$ cat config.mk
export PLATFORM = sky130hd
export DESIGN_NAME = bcp_implication_queue
export DESIGN_NICKNAME = d
export VERILOG_FILES = /design/src/rtl/bcp_implication_queue.sv
export SDC_FILE = /design/constraint.sdc
export NUM_CORES = 1
export LEC_CHECK = 0
export BUFFER_PORTS_ARGS = -buffer_cell sky130_fd_sc_hd__buf_4
export CELL_PAD_IN_SITES_DETAIL_PLACEMENT = 1
export CELL_PAD_IN_SITES_GLOBAL_PLACEMENT = 1
export CORE_UTILIZATION = 45
export DETAILED_ROUTE_END_ITERATION = 12
export PLACE_DENSITY = 0.77
export SETUP_SLACK_MARGIN = 0.2
export SYNTH_ARGS = -nofsm -noshare
export SYNTH_HDL_FRONTEND = slang
export SYNTH_SLANG_ARGS = --single-unit
$ cat constraint.sdc
create_clock -name clk -period 4.07 [get_ports clk]
set_clock_uncertainty 0.2 [all_clocks]
set_input_delay 0.407 -clock clk [delete_from_list [all_inputs] [get_ports clk]]
set_output_delay 0.407 -clock clk [all_outputs]
set_load 0.02 [all_outputs]
$ cat src/rtl/bcp_implication_queue.sv
// bcp_implication_queue: FIFO of implied literals produced by the BCP unit-check
// stage. Decodes the one-hot unit slot into {var, val}, queues it, and presents
// the head to the consumer with a valid/ready handshake.
// Optional build macro: BCP_DEDUP_EN enables duplicate suppression and conflict
// detection (same var implied both ways) plus the CONFLICT state.
module bcp_implication_queue #(
    parameter int VAR_W = 6,
    parameter int DEPTH = 8
) (
    input  logic                         clk,
    input  logic                         rst,
    input  logic                         in_valid,
    input  logic [3:0]                   unit_clause,
    input  logic [4*VAR_W-1:0]           clause_vars,
    input  logic [3:0]                   clause_pol,
    input  logic                         imp_ready,
    input  logic                         clear,
    output logic                         imp_valid,
    output logic [VAR_W-1:0]             imp_var,
    output logic                         imp_val,
    output logic [$clog2(DEPTH+1)-1:0]   count,
    output logic                         conflict,
    output logic [VAR_W-1:0]             conflict_var,
    output logic                         overflow,
    output logic                         multi_err
);

    localparam int PTR_W = $clog2(DEPTH);
    localparam int CNT_W = $clog2(DEPTH+1);

    typedef enum logic [1:0] {IDLE, ACTIVE, CONFLICT} state_t;

    state_t             state;
    logic [PTR_W-1:0]   rd_ptr;
    logic [PTR_W-1:0]   wr_ptr;
    logic [VAR_W-1:0]   mem_var [DEPTH];
    logic               mem_val [DEPTH];

    logic               one_hot;
    logic               multi;
    logic [VAR_W-1:0]   req_var;
    logic               req_val;
    logic               head_present;
    logic               pop;
    logic               any_dup;
    logic               any_opp;
    logic               push_req;
    logic               full;
    logic               accept;
    logic               drop;
    logic [CNT_W-1:0]   count_next;

    // Decode the unit slot into the implied literal and classify the request
    always_comb begin
        one_hot = in_valid && (unit_clause inside {4'b0001, 4'b0010, 4'b0100, 4'b1000});
        multi   = in_valid && ($countones(unit_clause) > 1);
        req_var = clause_vars[0 +: VAR_W];
        req_val = clause_pol[0];
        case (unit_clause)
            4'b0010: begin req_var = clause_vars[VAR_W   +: VAR_W]; req_val = clause_pol[1]; end
            4'b0100: begin req_var = clause_vars[2*VAR_W +: VAR_W]; req_val = clause_pol[2]; end
            4'b1000: begin req_var = clause_vars[3*VAR_W +: VAR_W]; req_val = clause_pol[3]; end
            default: ;
        endcase
    end

    // Head is hidden while in CONFLICT so the consumer never sees stale entries
    assign head_present = (state != CONFLICT) && (count != '0);
    assign imp_valid    = head_present;
    assign imp_var      = head_present ? mem_var[rd_ptr] : '0;
    assign imp_val      = head_present ? mem_val[rd_ptr] : 1'b0;
    assign pop          = head_present && imp_ready;

`ifdef BCP_DEDUP_EN
    logic [DEPTH-1:0] dup_hit;
    logic [DEPTH-1:0] opp_hit;

    // Compare the request against every live entry, including one being popped
    generate
        for (genvar gi = 0; gi < DEPTH; gi++) begin : g_match
            logic [PTR_W-1:0] offset;
            logic             live;
            assign offset      = PTR_W'(gi) - rd_ptr;
            assign live        = CNT_W'(offset) < count;
            assign dup_hit[gi] = live && (mem_var[gi] == req_var) && (mem_val[gi] == req_val);
            assign opp_hit[gi] = live && (mem_var[gi] == req_var) && (mem_val[gi] != req_val);
        end
    endgenerate

    assign any_dup = |dup_hit;
    assign any_opp = |opp_hit;
`else
    assign any_dup = 1'b0;
    assign any_opp = 1'b0;
`endif

    // Push/pop arbitration; a full queue only accepts when the head leaves
    always_comb begin
        push_req = one_hot && (state != CONFLICT) && !any_dup && !any_opp;
        full     = (count == CNT_W'(DEPTH));
        accept   = push_req && (!full || pop);
        drop     = push_req && full && !pop;
        case ({accept, pop})
            2'b10:   count_next = count + 1'b1;
            2'b01:   count_next = count - 1'b1;
            default: count_next = count;
        endcase
    end

    // Entry storage; stale contents are harmless because pointers gate validity
    always_ff @(posedge clk) begin
        if (accept && !clear) begin
            mem_var[wr_ptr] <= req_var;
            mem_val[wr_ptr] <= req_val;
        end
    end

    // Control state: pointers, occupancy, flags and the queue state machine
    always_ff @(posedge clk or posedge rst) begin
        if (rst) begin
            rd_ptr    <= '0;
            wr_ptr    <= '0;
            count     <= '0;
            overflow  <= 1'b0;
            multi_err <= 1'b0;
            state     <= IDLE;
        end else begin
            multi_err <= multi;
            if (clear) begin
                rd_ptr   <= '0;
                wr_ptr   <= '0;
                count    <= '0;
                overflow <= 1'b0;
                state    <= IDLE;
            end
`ifdef BCP_DEDUP_EN
            else if (one_hot && (state != CONFLICT) && any_opp) begin
                rd_ptr <= '0;
                wr_ptr <= '0;
                count  <= '0;
                state  <= CONFLICT;
            end
`endif
            else begin
                if (pop)    rd_ptr   <= rd_ptr + 1'b1;
                if (accept) wr_ptr   <= wr_ptr + 1'b1;
                if (drop)   overflow <= 1'b1;
                count <= count_next;
                if (state != CONFLICT)
                    state <= (count_next == '0) ? IDLE : ACTIVE;
            end
        end
    end

`ifdef BCP_DEDUP_EN
    // Sticky conflict flag and the variable that was implied both ways
    always_ff @(posedge clk or posedge rst) begin
        if (rst) begin
            conflict     <= 1'b0;
            conflict_var <= '0;
        end else if (clear) begin
            conflict     <= 1'b0;
            conflict_var <= '0;
        end else if (one_hot && (state != CONFLICT) && any_opp) begin
            conflict     <= 1'b1;
            conflict_var <= req_var;
        end
    end
`else
    assign conflict     = 1'b0;
    assign conflict_var = '0;
`endif

endmodule

-- After elaboration in Yosys (flattened, before gate mapping)
Memories as Yosys holds them, arrays and structs flattened.
Index checks and enable logic that the tools add are counted.
- memory bits (writable): 56
- memories kept: 2
- logic and storage cells: 61
- flip-flop bits (word level): 14
- output and inout port bits: 21
- memories (name ; words ; bits a word ; read ports ; clocked after Yosys merged registers in ; write ports ; RTL line ; RTL):
    mem_var ; 8 ; 6 ; 1 ; 0 ; 1 ; 36 ; logic [VAR_W-1:0] mem_var [DEPTH];
    mem_val ; 8 ; 1 ; 1 ; 0 ; 1 ; 37 ; logic mem_val [DEPTH];
- equal/unequal tests: 8
- add/sub/neg operators: 7
- mux-type cells: 17
- reduce and logical (&&, ||, !) cells: 20
- order comparisons: 1
- operators by type and width (cell ; count):
    6-bit one-hot mux with 3 select lines ; 1
    3-bit two-way mux ; 4
    1-bit logical AND ; 9
    4-bit == test (second input constant) ; 2
    4-bit one-hot mux with 2 select lines ; 1
    2-bit nonzero test ; 4
    4-bit nonzero test ; 2
    3-bit by 1-bit adder with 3-bit output (second input constant) ; 2
    1-bit two-way mux ; 6
    6-bit two-way mux ; 1
    1-bit by 1-bit adder with 2-bit output ; 2
    4-bit by 1-bit adder with 4-bit output (second input constant) ; 1
    4-bit by 1-bit == test with 1-bit output (second input constant) ; 1
    4-bit by 2-bit == test with 1-bit output (second input constant) ; 1
    4-bit by 3-bit == test with 1-bit output (second input constant) ; 1
    4-bit logical NOT ; 1
    2-bit two-way mux ; 2
    4-bit two-way mux ; 1
    4-bit by 1-bit subtractor with 4-bit output (second input constant) ; 1
    2-bit by 2-bit adder with 3-bit output ; 1
    3-bit by 1-bit greater-than comparator with 1-bit output (second input constant) ; 1
    1-bit logical NOT ; 3
    1-bit one-hot mux with 3 select lines ; 1
    2-bit by 1-bit == test with 1-bit output (second input constant) ; 1
    other kinds (3) ; 3

-- Logic depth before layout (Yosys ltp)
Gate-level depths: netlist of run 1.
- depth in word-level cells: 11
- gate-level depth with buffers: 11
- depth with buffers taken out: 11

-- Worst setup path before layout of run 1
No wires, ideal clock.
- path kind: register -> register
- from: reg count[0]
- to: reg count[3]
- required time: 3.736 ns
- cell stages (with the launch flop): 12
- path buffers: 0
- period minus slack after synthesis: 2.879 ns
- path slack: 1.191 ns
- setup time: 0.134 ns
- data arrival time: 2.546 ns
- path through: dfrtp_1 or3_4 nor2_4 inv_2 nand2_1 a21oi_1 ha_1 a21o_1 a21o_1 a211oi_1 o21a_1 nor3_2
- word-level cells in the longest chain between the ends: 8
- elaborated cells on any way between the ends: 13
- ends and longest elaborated chain (item ; RTL line ; RTL):
    start, declared ; 21 ; output logic [$clog2(DEPTH+1)-1:0] count,
    start signal, assigned ; 148 ; count <= count_next;
    4-bit nonzero test * ; 68 ; assign head_present = (state != CONFLICT) && (count != '0);
    1-bit logical AND * ; 68 ;
    via imp_valid ; 18 ; output logic imp_valid,
    1-bit logical AND * ; 72 ; assign pop = head_present && imp_ready;
    1-bit logical OR ; 101 ; accept = push_req && (!full || pop);
    1-bit logical AND ; 101 ;
    2-bit by 1-bit == test with 1-bit output or 2-bit == test (tied branches) ; 103 ; case ({accept, pop})
    4-bit one-hot mux with 2 select lines * ; 103 ;
    4-bit two-way mux * ; 129 ; if (clear) begin
The timed path passes the listed nets; every way through them passes the cells marked *.
A chain may end at the register's enable or synchronous reset.

-- Worst setup path after layout of run 1
- from: reg count[0]
- to: reg count[3]
- word-level cells in the longest chain between the ends: 8
- elaborated cells on any way between the ends: 13
- ends and longest elaborated chain (item ; RTL line):
    4-bit nonzero test ; 68
    1-bit logical AND ; 68
    1-bit logical AND ; 72
    1-bit logical OR ; 101
    1-bit logical AND ; 101
    2-bit by 1-bit == test with 1-bit output or 2-bit == test (tied branches) ; 103
    4-bit one-hot mux with 2 select lines * ; 103
    4-bit two-way mux * ; 129
Mark *: on every way between the ends. The rest lies on a longest branch, timed or not.

==> flow_summary.json, run 1 <==
{
  "cp_slowest_cell": "dfrtp_1",
  "critPathBufInv": 1,
  "critPathRequiredTime_ns": 4.09,
  "post_drt_wl_per_cell_um": 18.5,
  "dieArea_mm2": 0.00764,
  "post-route-min-period_ns": 3.10,
  "rows": 30,
  "power_density_mw_per_mm2": 568,
  "synth-warning-count": 0,
  "min_path_type": "in -> reg",
  "whs_ns": 0.151,
  "core_mm2": 0.00691,
  "grt_start_max_net_pins": 17,
  "criticalPathCategory": "reg -> reg",
  "p_leak_nw": 1.54,
  "synth-edff-count": 56,
  "hold_violations": 0,
  "drv_cap": 0,
  "fmaxAchievable_ghz": 0.322,
  "port_buffers": 50,
  "clk_path_buf_depth": 2,
  "antenna_found_initial": 0,
  "pre_cts_slack_ns": 0.727,
  "drc": 0,
  "placed_cells": 364,
  "rsz0062_at_grt": "no",
  "tightest_slew_ns": 0.913,
  "syn_area_per_cell_um2": 14.8,
  "grt_pass1_wl_mm": 11.2,
  "area_growth_pct": 22.5,
  "cts.clk_slew.worst_paths_ns": 0.07,
  "nNetsFinal": 326,
  "maxSlewViolCount": 0,
  "grt_remaining_overflow": 0,
  "seq_area_frac_synth_pct": 60.4,
  "synthCells": 222,
  "drt_iter0_markers": 132,
  "die_y_um": 87.4,
  "diodes": 0,
  "fin_crit_sh_pct": 76.3,
  "status": "complete, no violations",
  "synthArstFlopShare_pct": 17.6,
  "slew_headroom_pct": 39.2,
  "ys.flop_type": "edfxtp_1",
  "dieWidth_um": 87.4,
  "synth.distinct_cells": 45,
  "arrival_ns": 3.12,
  "drt_pre_antenna_iters": 4,
  "syn_area_mm2": 0.00328,
  "finalSetupTns_ns": 0,
  "ios": 58,
  "cts_tree": "done",
  "h-tree-depth": 3,
  "grtUsageTotal_pct": 20.3,
  "synth_seq_cells": 68,
  "final_common_cell": "edfxtp_1",
  "critPathCaptureType": "flop",
  "drive_gt1_share_pct": 34.2,
  "worstPathMaxFanout": 8,
  "grt_pass1_vias": 2186,
  "clk_latency_ns": 0.33,
  "final_cells": 380,
  "max-vdd-ir-drop_mv": 0.194,
  "worstPathCellList": "or3_4 > nor2_4 > inv_2 > nand2_1 > a21oi_1 > ha_1 > a21o_1 > a21o_1 > a211oi_1 > o21a_1 > nor3_2",
  "clock-sinks": 68,
  "numCtsBuffers": 9,
  "setup_viol": 0,
  "start_util_pct": 47.5,
  "place.gp.congestion": 0.781,
  "critPathTopFamily": "compound AO/OA/AOI/OAI gates",
  "num_vias": 2052,
  "cts-resized-gates": 0,
  "timing.critical_path.mode_cell": "a21o_1",
  "hpwl_mm": 4.92,
  "ant_nets": 0,
  "drt-total-wl_mm": 7.01,
  "layout_common_cells": "edfxtp_1 (56), buf_4 (55), nor2_1 (23)",
  "cts_root_buf": "clkbuf_8",
  "critPathLaunchType": "flop",
  "timing.final.ws_setup_ns": 0.966,
  "cpPeakStageDelay_ns": 0.47,
  "viasPerCell": 5.40
}
[Yosys cell counts (all sizes together), types with 2 or more instances]
| cell type | instances | share of area [%] |
|---|---|---|
| edfxtp | 56 | 51 |
| nor3b | 2 | 0.46 |
| nor4 | 3 | 0.57 |
| a222oi | 5 | 1.5 |
| a21oi | 5 | 0.88 |
| inv | 9 | 1.0 |
| buf | 12 | 2.3 |
| a21o | 2 | 0.46 |
| nand3b | 3 | 0.69 |
| nand3 | 2 | 0.30 |
| o21ai | 2 | 0.42 |
| nand2b | 3 | 0.57 |
| and3b | 2 | 0.53 |
| nor2 | 25 | 3.2 |
| dfrtp | 12 | 9.1 |
| a22o | 5 | 1.3 |
| mux2i | 10 | 3.0 |
| nand2 | 10 | 1.1 |
| nor3 | 3 | 0.61 |
| nor2b | 6 | 1.1 |
| xnor2 | 3 | 0.80 |
| mux4 | 14 | 9.6 |
| fa | 2 | 1.2 |
| clkbuf | 3 | 0.34 |
| ha | 7 | 2.7 |
| mux2 | 4 | 1.4 |
| a31oi | 2 | 0.38 |
[logic make-up after synthesis]
| group | Yosys count | share of synthesized area [%] |
|---|---|---|
| DFF | 68 | 60.4 |
| and+or+nand+nor | 62 | 10.5 |
| muxes | 28 | 14.0 |
| AOI/OAI and AO/OA | 26 | 6.33 |
| buffers and inverters | 24 | 3.70 |
| adders and majority gates | 9 | 3.89 |
| xor gates and xnor gates | 4 | 1.07 |
| other | 1 | 0.114 |
[stage by stage]
step                cell area (um^2)  util (%)  power [mW]
floorplan                       3310         -        1.33
global placement                3750      54.3        1.56
detailed placement              3750      54.3        1.59
CTS                             4020      58.2        2.31
global route                    4020      58.2        2.39
finish                          4020      58.2        2.28
[cell type report]
type | instances | area [um^2]
Timing Repair Buffer | 56 | 423
Clock inverter | 6 | 138
Fill cell | 704 | 2880
Multi-Input combinational cell | 136 | 1200
Tap cell | 96 | 120
Clock buffer | 9 | 124
Sequential cell | 68 | 1980
Inverter | 9 | 33.8
[worst paths after layout]
check	from	end	slack (ns)	cells past startpoint
worst max-delay path	count[0]	count[3]	0.97	11
worst min-delay path	in_valid	multi_err	0.15	2
worst max register to register	count[0]	count[3]	0.97	11
worst min register to register	overflow	overflow	0.34	2
max in group asynchronous	rst	wr_ptr[0]	2.87	3
min in group asynchronous	rst	rd_ptr[1]	0.46	3
[metal layers]
layer / global-route usage, % / part of all wire (%)
met4: 7.15 / 1.4
met1: 25.7 / 45
met5: 0 / 0
met3: 3.51 / 3.1
met2: 35.1 / 50
[power breakdown]
group          internal, mW  switching [mW]
clock                 0.468           0.253
sequential            0.786          0.0749
combinational         0.330           0.372
total                  1.58           0.700
[registers in the layout, summed over array words and instances, names as in the netlist]
name       flops
rd_ptr         3
mem_val        8
mem_var       48
overflow       1
multi_err      1
count          4
wr_ptr         3
[timing repair]
item / in CTS / in global routing
hold buffers: 1 / 0
setup buffers: 0 / 0
hold endpoints to repair: 12 / 0
(Power assumes the default switching activity.)
==> inputs of run 2 (changes only) <==
--- a/config.mk
+++ b/config.mk
@@ -8,9 +8,9 @@
 export BUFFER_PORTS_ARGS = -buffer_cell sky130_fd_sc_hd__buf_4
 export CELL_PAD_IN_SITES_DETAIL_PLACEMENT = 1
 export CELL_PAD_IN_SITES_GLOBAL_PLACEMENT = 1
-export CORE_UTILIZATION = 45
+export CORE_UTILIZATION = 41
 export DETAILED_ROUTE_END_ITERATION = 12
-export PLACE_DENSITY = 0.77
+export PLACE_DENSITY = 0.74
 export SETUP_SLACK_MARGIN = 0.2
 export SYNTH_ARGS = -nofsm -noshare
 export SYNTH_HDL_FRONTEND = slang
==> constraint.sdc (replaced) <==
create_clock -name clk -period 2.8 [get_ports clk]
set_clock_uncertainty 0.2 [all_clocks]
set_input_delay 0.28 -clock clk [delete_from_list [all_inputs] [get_ports clk]]
set_output_delay 0.28 -clock clk [all_outputs]
set_load 0.02 [all_outputs]
==> flow_summary.json, run 2 (same netlist as run 1, synthesis figures left out) <==
{
  "arrival_ns": 2.53,
  "antenna_found_initial": 0,
  "grt_pass1_vias": 2173,
  "post-route-min-period_ns": 2.50,
  "total_power_mw": 3.24,
  "reg.largest.list": "mem_var x48, mem_val x8, count x4",
  "hpwl_mm": 5.12,
  "largest-register": "mem_var",
  "drc": 0,
  "final_cells": 405,
  "cts_root_buf": "clkbuf_8",
  "maxSlewViolCount": 0,
  "rows": 32,
  "core_mm2": 0.00773,
  "ios": 58,
  "clock-sinks": 68,
  "worstPathCellList": "or3_4 > nor2_4 > inv_4 > nand2_4 > a21oi_4 > ha_4 > a21o_1 > a21o_1 > a211oi_2 > o21a_1 > nor3_2",
  "grtUsageTotal_pct": 18.7,
  "dieWidth_um": 91.5,
  "critPathCaptureType": "flop",
  "cpPeakStageDelay_ns": 0.42,
  "timing.critical_path.mode_cell": "a21o_1",
  "critPathRequiredTime_ns": 2.83,
  "max-vdd-ir-drop_mv": 0.254,
  "num_vias": 2072,
  "drt_iter0_markers": 95,
  "h-tree-depth": 3,
  "post_drt_wl_per_cell_um": 18.0,
  "pre_cts_slack_ns": -0.0479,
  "cts_tree": "done",
  "clk_latency_ns": 0.34,
  "placed_cells": 382,
  "whs_ns": 0.0339,
  "drv_cap": 0,
  "timing.final.ws_setup_ns": 0.300,
  "slew_headroom_pct": 61.9,
  "layout_common_cells": "buf_4 (73), edfxtp_1 (56), nor2_1 (23)",
  "fin_crit_sh_pct": 89.3,
  "diodes": 0,
  "setup_viol": 0,
  "criticalPathCategory": "reg -> reg",
  "nNetsFinal": 344,
  "rsz0062_at_grt": "no",
  "dieArea_mm2": 0.00837,
  "worstPathMaxFanout": 4,
  "drive_gt1_share_pct": 40.9,
  "grt_start_max_net_pins": 17,
  "status": "complete, no violations",
  "grt_remaining_overflow": 0,
  "fmaxAchievable_ghz": 0.400,
  "die_y_um": 91.5,
  "finalSetupTns_ns": 0,
  "start_util_pct": 42.5,
  "place.gp.congestion": 0.757,
  "ant_nets": 0,
  "clk_path_buf_depth": 2,
  "cp_slowest_cell": "or3_4",
  "hold_violations": 0,
  "min_path_type": "in -> reg",
  "grt_pass1_wl_mm": 11.5,
  "port_buffers": 50,
  "drt_pre_antenna_iters": 4,
  "tightest_slew_ns": 0.570,
  "power_density_mw_per_mm2": 779,
  "area_growth_pct": 26.6,
  "numCtsBuffers": 9,
  "critPathLaunchType": "flop",
  "p_leak_nw": 1.61,
  "drt-total-wl_mm": 7.28,
  "final_common_cell": "buf_4",
  "largest_register_ffs": 48,
  "viasPerCell": 5.12,
  "cts.clk_slew.worst_paths_ns": 0.07
}
==> run 2: power breakdown <==
part | switching [mW] | internal (mW)
Clock | 0.375 | 0.411
Combinational | 0.658 | 0.605
Sequential | 0.0441 | 1.15
Total | 1.08 | 2.16
==> run 2: layout make-up <==
class                   count  area (um^2)
repair buffers             74          558
well taps                 102          128
fillers                   776         3570
clock buffers              10          128
inverters                   9         36.3
flip-flops and latches     68         1980
multi-input cells         136         1260
clock inverters             6         65.1
==> run 2: final timing paths <==
| check | from | to | slack [ns] | cells after the start |
|---|---|---|---|---|
| min reg2reg | overflow | overflow | 0.35 | 2 |
| max in group asynchronous | rst | count[0] | 1.68 | 3 |
| max | count[0] | count[3] | 0.30 | 11 |
| min in group asynchronous | rst | rd_ptr[2] | 0.33 | 3 |
| min | clear | count[3] | 0.03 | 2 |
| max reg2reg | count[0] | count[3] | 0.30 | 11 |
==> run 2: per-layer routing <==
metal,global-route usage [%],part of all wire [%],up-vias
li1,-,-,983
met4,7.54,1.0,0
met1,23.2,43,1020
met2,31.6,52,62
met3,4.19,4.4,7
met5,0,0,-
==> run 2: critical path: cells and delay by family (launching register included) <==
family	cells	cell delay, ns
AO/OA/AOI/OAI	5	0.79
flip-flops	1	0.41
adder cells (fa/ha/maj)	1	0.23
AND/OR/NAND/NOR	4	0.70
buffers and inverters	1	0.06
==> run 2: what timing repair did <==
item                       4_1_cts  5_1_grt
pin swaps                        2        7
hold buffers                     1        0
setup endpoints to repair        1        1
hold endpoints to repair        12        0
resized for setup                0        3
buffers inserted                 2        4
==> run 2: per-stage QoR <==
step	instance area [um^2]	util (%)
2_1_floorplan	3340	-
3_3_place_gp	3880	50.2
3_5_place_dp	3880	50.2
4_1_cts	4100	53.0
5_1_grt	4160	53.8
6_report	4160	53.8
